===== src/rtl/sensor_cipher_sequencer_if.sv =====
// Cipher start/done handshake and 64-bit UART send handshake for the telemetry sequencer.
// master = sequencer side, slave = cipher core plus UART sender side.
interface sensor_cipher_sequencer_if;
    logic        enc_start;
    logic [63:0] enc_in;
    logic        enc_done;
    logic [63:0] enc_out;
    logic        uart_en;
    logic [63:0] uart_din;
    logic        uart_tx_busy;

    modport master (
        output enc_start, enc_in, uart_en, uart_din,
        input  enc_done, enc_out, uart_tx_busy
    );

    modport slave (
        input  enc_start, enc_in, uart_en, uart_din,
        output enc_done, enc_out, uart_tx_busy
    );
endinterface


===== src/rtl/sensor_cipher_sequencer.sv =====
// Frame sequencer: once per period it samples the temperature, encrypts a 64-bit frame and
// sends the ciphertext over UART; cipher hangs and dropped ticks are recorded, never waited on.
module sensor_cipher_sequencer #(
    parameter int TICK_CYCLES = 10_000_000,
    parameter int ENC_TIMEOUT = 1024,
    parameter int BUSY_WAIT   = 16
) (
    input  logic                             CLK100MHZ,
    input  logic                             CPU_RESETN,
    input  logic [19:0]                      temp_data,
    sensor_cipher_sequencer_if.master        bus,
    output logic [31:0]                      disp_data,
    output logic [15:0]                      seq_num,
    output logic [7:0]                       overrun_cnt,
    output logic                             enc_err
);
    localparam int TICK_W = $clog2(TICK_CYCLES);
    localparam int TO_W   = $clog2(ENC_TIMEOUT + 1);
    localparam int BW_W   = $clog2(BUSY_WAIT + 1);

    localparam logic [TICK_W-1:0] TICK_LAST = TICK_W'(TICK_CYCLES - 1);
    localparam logic [TO_W-1:0]   TO_LAST   = TO_W'(ENC_TIMEOUT - 1);
    localparam logic [BW_W-1:0]   BW_LAST   = BW_W'(BUSY_WAIT - 1);

    typedef enum logic [2:0] {
        IDLE,
        LAUNCH,
        ENC_WAIT,
        TX_REQ,
        TX_ARM,
        TX_BUSY
    } state_t;

    state_t            state;
    logic [TICK_W-1:0] tick_cnt;
    logic              tick;
    logic [TO_W-1:0]   timeout_cnt;
    logic [BW_W-1:0]   wait_cnt;
    logic [15:0]       seq_next;

    assign tick     = (tick_cnt == TICK_LAST);
    assign seq_next = seq_num + 16'd1;

    always_ff @(posedge CLK100MHZ or negedge CPU_RESETN) begin
        if (!CPU_RESETN) begin
            tick_cnt <= '0;
        end else if (tick) begin
            tick_cnt <= '0;
        end else begin
            tick_cnt <= tick_cnt + TICK_W'(1);
        end
    end

    always_ff @(posedge CLK100MHZ or negedge CPU_RESETN) begin
        if (!CPU_RESETN) begin
            overrun_cnt <= '0;
        end else if (tick && (state != IDLE) && (overrun_cnt != 8'hFF)) begin
            overrun_cnt <= overrun_cnt + 8'd1;
        end
    end

    // timeout_cnt counts cycles since enc_start, so a hung cipher is abandoned
    // exactly ENC_TIMEOUT cycles after launch; the same holds for wait_cnt after uart_en.
    always_ff @(posedge CLK100MHZ or negedge CPU_RESETN) begin
        if (!CPU_RESETN) begin
            state         <= IDLE;
            bus.enc_start <= 1'b0;
            bus.enc_in    <= '0;
            bus.uart_en   <= 1'b0;
            bus.uart_din  <= '0;
            disp_data     <= '0;
            seq_num       <= '0;
            enc_err       <= 1'b0;
            timeout_cnt   <= '0;
            wait_cnt      <= '0;
        end else begin
            bus.enc_start <= 1'b0;
            bus.uart_en   <= 1'b0;
            case (state)
                IDLE: begin
                    if (tick) begin
                        bus.enc_in    <= {seq_next, 28'h0, temp_data};
                        bus.enc_start <= 1'b1;
                        timeout_cnt   <= '0;
                        state         <= LAUNCH;
                    end
                end
                LAUNCH: begin
                    timeout_cnt <= timeout_cnt + TO_W'(1);
                    state       <= ENC_WAIT;
                end
                ENC_WAIT: begin
                    if (bus.enc_done) begin
                        bus.uart_din <= bus.enc_out;
                        // An idle UART is requested straight away rather than via TX_REQ,
                        // giving uart_en one cycle after enc_done.
                        if (!bus.uart_tx_busy) begin
                            bus.uart_en <= 1'b1;
                            wait_cnt    <= '0;
                            state       <= TX_ARM;
                        end else begin
                            state <= TX_REQ;
                        end
                    end else if (timeout_cnt == TO_LAST) begin
                        enc_err <= 1'b1;
                        state   <= IDLE;
                    end else begin
                        timeout_cnt <= timeout_cnt + TO_W'(1);
                    end
                end
                TX_REQ: begin
                    if (!bus.uart_tx_busy) begin
                        bus.uart_en <= 1'b1;
                        wait_cnt    <= '0;
                        state       <= TX_ARM;
                    end
                end
                TX_ARM: begin
                    if (bus.uart_tx_busy) begin
                        state <= TX_BUSY;
                    end else if (wait_cnt == BW_LAST) begin
                        disp_data <= bus.uart_din[31:0];
                        seq_num   <= bus.enc_in[63:48];
                        state     <= IDLE;
                    end else begin
                        wait_cnt <= wait_cnt + BW_W'(1);
                    end
                end
                TX_BUSY: begin
                    if (!bus.uart_tx_busy) begin
                        disp_data <= bus.uart_din[31:0];
                        seq_num   <= bus.enc_in[63:48];
                        state     <= IDLE;
                    end
                end
                default: state <= IDLE;
            endcase
        end
    end
endmodule

===== src/flat_wrapper.sv =====
// flat-port wrapper written by rule: the top's interface ports become plain ports
module sensor_cipher_sequencer_flat 
#(
    parameter int TICK_CYCLES = 10_000_000,
    parameter int ENC_TIMEOUT = 1024,
    parameter int BUSY_WAIT   = 16
)
  (CLK100MHZ, CPU_RESETN, temp_data, disp_data, seq_num, overrun_cnt, enc_err, bus_enc_start, bus_enc_in, bus_uart_en, bus_uart_din, bus_enc_done, bus_enc_out, bus_uart_tx_busy);
  sensor_cipher_sequencer_if bus_i ();
  input  logic CLK100MHZ;
  input  logic CPU_RESETN;
  input  logic [19:0] temp_data;
  output logic [31:0] disp_data;
  output logic [15:0] seq_num;
  output logic [7:0] overrun_cnt;
  output logic enc_err;
  output wire logic [$bits(bus_i.enc_start)-1:0] bus_enc_start;
  output wire logic [$bits(bus_i.enc_in)-1:0] bus_enc_in;
  output wire logic [$bits(bus_i.uart_en)-1:0] bus_uart_en;
  output wire logic [$bits(bus_i.uart_din)-1:0] bus_uart_din;
  input wire logic [$bits(bus_i.enc_done)-1:0] bus_enc_done;
  input wire logic [$bits(bus_i.enc_out)-1:0] bus_enc_out;
  input wire logic [$bits(bus_i.uart_tx_busy)-1:0] bus_uart_tx_busy;
  assign bus_enc_start = bus_i.enc_start;
  assign bus_enc_in = bus_i.enc_in;
  assign bus_uart_en = bus_i.uart_en;
  assign bus_uart_din = bus_i.uart_din;
  assign bus_i.enc_done = bus_enc_done;
  assign bus_i.enc_out = bus_enc_out;
  assign bus_i.uart_tx_busy = bus_uart_tx_busy;
  sensor_cipher_sequencer #(.TICK_CYCLES(TICK_CYCLES), .ENC_TIMEOUT(ENC_TIMEOUT), .BUSY_WAIT(BUSY_WAIT)) u_core (.CLK100MHZ(CLK100MHZ), .CPU_RESETN(CPU_RESETN), .temp_data(temp_data), .bus(bus_i), .disp_data(disp_data), .seq_num(seq_num), .overrun_cnt(overrun_cnt), .enc_err(enc_err));
endmodule

===== config.mk =====
export PLATFORM = sky130hd
export DESIGN_NAME = sensor_cipher_sequencer_flat
export DESIGN_NICKNAME = d
export VERILOG_FILES = /design/src/rtl/sensor_cipher_sequencer_if.sv /design/src/rtl/sensor_cipher_sequencer.sv /design/src/flat_wrapper.sv
export SDC_FILE = /design/constraint.sdc
export NUM_CORES = 1
export LEC_CHECK = 0
export BUFFER_PORTS_ARGS = -buffer_cell sky130_fd_sc_hd__buf_2
export CAP_MARGIN = 15
export CORE_MARGIN = 10
export CORE_UTILIZATION = 50
export DETAILED_ROUTE_END_ITERATION = 12
export PLACE_DENSITY = 0.79
export SYNTH_ARGS = -nofsm -noshare
export SYNTH_HDL_FRONTEND = slang
export SYNTH_SLANG_ARGS = --single-unit

===== constraint.sdc =====
create_clock -name CLK100MHZ -period 7.6 [get_ports CLK100MHZ]
set_input_delay 0.38 -clock CLK100MHZ [delete_from_list [all_inputs] [get_ports CLK100MHZ]]
set_output_delay 0.38 -clock CLK100MHZ [all_outputs]
set_load 0.05 [all_outputs]

==> results.cfg <==
[power]
powerDensity_nw_per_um2 = 404.7
ir_drop_uv = 403.5
leakage_nw = 5.516
p_total_mw = 4.349

[finish]
fin_cells = 1155
insertedDiodeCount = 0
final_cell_mix = buf_2, dfrtp_1, mux2_2
drive_gt1_share_pct = 46.99
syn_to_final_growth_pct = 23.95
final_common_cell = buf_2
postLayoutCoreUtil_pct = 62.57
final_area_sq_um = 10750
nNetsFinal = 1013
n_fill_cell = 1358

[outcome]
outcome = finished clean

[global_routing]
grt_pass1_vias = 6273
gr-total-overflow = 0
gr-usage-all-layers_pct = 18.04
grt_max_degree = 82
grt_pass1_wl_um = 33590
antenna_found_initial = 1

[setup_path]
path_max_fanout = 17
r2r_cells = 5
worstPathArrival_ns = 3.55
cp_cell_sequence = or4b_1, or4_4, nor3_2, a21o_1, mux2i_1
slowest_stage = nor3_2
crit_type = reg2reg
cp_slowest_stage_delay_ns = 0.88
worstPathRequired_ns = 8.02
start_kind = register
cp-end-kind = register

[route]
dr_total_vias = 6016
drc = 0
first_pass_iters = 5
viasPerCell = 5.209
ant_nets = 0
wire_per_inst_um = 18.30
drtIter0Drc = 306
wirelength_um = 21130

[placed_design]
pre_cts_slack_ns = 4.102
placed_cells = 1118
post_dp_cell_area_sq_um = 10010
portBuffers = 246
dp_hpwl_um = 15450
gp_congestion = 0.8029

[cts]
cts_tree = built
cts-hold-fix-buffers = 1
ctsLongestPathBuffers = 3
ctsResizeCount = 0
cts_root_buf = clkbuf_16
cts_setup_buffers = 0
h-tree-depth = 1
path_clk_slew_ns = 0.06
clk_latency_ns = 0.51
cts_buffers = 22
clock_sinks = 202

[synth]
synth_xor_area_share_pct = 3.939
synth-seq-cells = 202
synthArstFlopShare_pct = 100.0
synth.distinct_cells = 49
yosysWarnings = 0
ys.flop_type = dfrtp_1
syn_avg_cell_area_sq_um = 12.98
synth_cells = 668
yosys-mux-area-fraction_pct = 19.45
synth_top_family_by_area = multiplexers
syn-cell-area_sq_um = 8671
synth_compound_area_share_pct = 3.276
yosys.area_share.simple_pct = 9.856
synthAdderAreaFrac_pct = 0.8658
ys_seq_area_share_pct = 58.30
synth-edff-count = 0

[sta]
post-route-period-util_pct = 41.19
skew_ns = 0.02036
rsz0062_at_grt = false
slew_violations = 0
fin_tns_setup_ns = 0
worst_pin_slew_ns = 1.056
clock.fmax_mhz = 319.4
setup_viol_count_final = 0
period_needed_ns = 3.130
finalHoldViolations = 0
layout_setup_ws_ns = 4.470
maxSlewHeadroom_pct = 29.22
hold_slack_ns = 0.09424

[min_path]
min_path_cells = 2
min_path_type = in2reg

[floorplan]
die_h_um = 151.7
initial_core_util_pct = 50.48
die_w_um = 151.7
rows = 48
fp.coreArea_sq_um = 17180
dieArea_sq_um = 23010
ios = 275

[run]
cap_violations = 0
worst paths after layout:
check                                     start                      end  slack [ns]
min                             bus_enc_out[13]  u_core.bus.uart_din[13]        0.09
max reg2reg                 u_core.tick_cnt[16]    u_core.timeout_cnt[1]        4.47
max in group asynchronous            CPU_RESETN    u_core.overrun_cnt[4]        5.75
min in group asynchronous            CPU_RESETN     u_core.disp_data[30]        0.45
min reg2reg                u_core.bus.enc_in[9]     u_core.bus.enc_in[9]        0.48
max                         u_core.tick_cnt[16]    u_core.timeout_cnt[1]        4.47
power by group:
part | switching, mW | internal (mW) | leakage (nW)
clock network | 0.412 | 0.643 | 0.356
registers | 0.186 | 1.36 | 2.65
logic | 1.29 | 0.460 | 2.51
total | 1.89 | 2.46 | 5.52
critical path: cells and delay by family (launching register included):
family           cells  cell delay (ns)
AND/OR/NAND/NOR      3             1.93
AO/OA/AOI/OAI        1             0.47
flip-flops           1             0.42
multiplexers         1             0.22
routing by layer:
layer / global-route usage (%) / share of wire [%] / vias to the layer above
li1: - / - / 2811
met2: 29.35 / 47 / 238
met4: 4.719 / 2.1 / 2
met1: 21.13 / 38 / 2937
met5: 0 / 0.062 / -
met3: 8.405 / 12 / 28
cell type report:
type	count	area, sq um	share of cell area (%)
clock buffer	29	626.9	5.832
timing repair buffer	253	1299	12.08
clock inverter	6	91.34	0.8498
multi-input combinational	429	3353	31.20
tap	225	281.5	2.619
inverter	11	41.29	0.3842
sequential	202	5055	47.03
cells by family after synthesis:
| kind of cell | after synthesis |
|---|---|
| flops | 202 |
| simple gates | 161 |
| mux | 150 |
| buf+inv | 64 |
| compound gates | 45 |
| xor+xnor | 39 |
| fa+ha+maj | 6 |
| other cells | 1 |
synth_stat cells (4+ instances only):
library cell	count	area [sq um]
xor2_1	17	148.9
nor2b_1	5	31.28
nor2_1	33	123.9
nand2_1	35	131.4
a21oi_1	8	40.04
and3_1	5	31.28
o21ai_0	13	65.06
nor3_1	6	30.03
and4_1	7	61.31
dfrtp_1	202	5055
clkbuf_1	19	71.32
mux2_2	145	1633
inv_1	11	41.29
nor4_1	4	25.02
a31oi_1	8	50.05
and2_1	4	25.02
ha_1	6	75.07
buf_4	28	210.2
xnor2_1	22	192.7
nand4_1	16	100.1
nand3_1	30	150.1
a21o_1	5	37.54
registers in the layout, summed over array words and instances, names as in the netlist, 5 cells and up:
| signal | cells |
|---|---|
| u_core.bus.enc_in | 36 |
| u_core.bus.uart_din | 64 |
| u_core.overrun_cnt | 8 |
| u_core.seq_num | 16 |
| u_core.tick_cnt | 24 |
| u_core.wait_cnt | 5 |
| u_core.disp_data | 32 |
| u_core.timeout_cnt | 11 |
(Power assumes the default switching activity.)
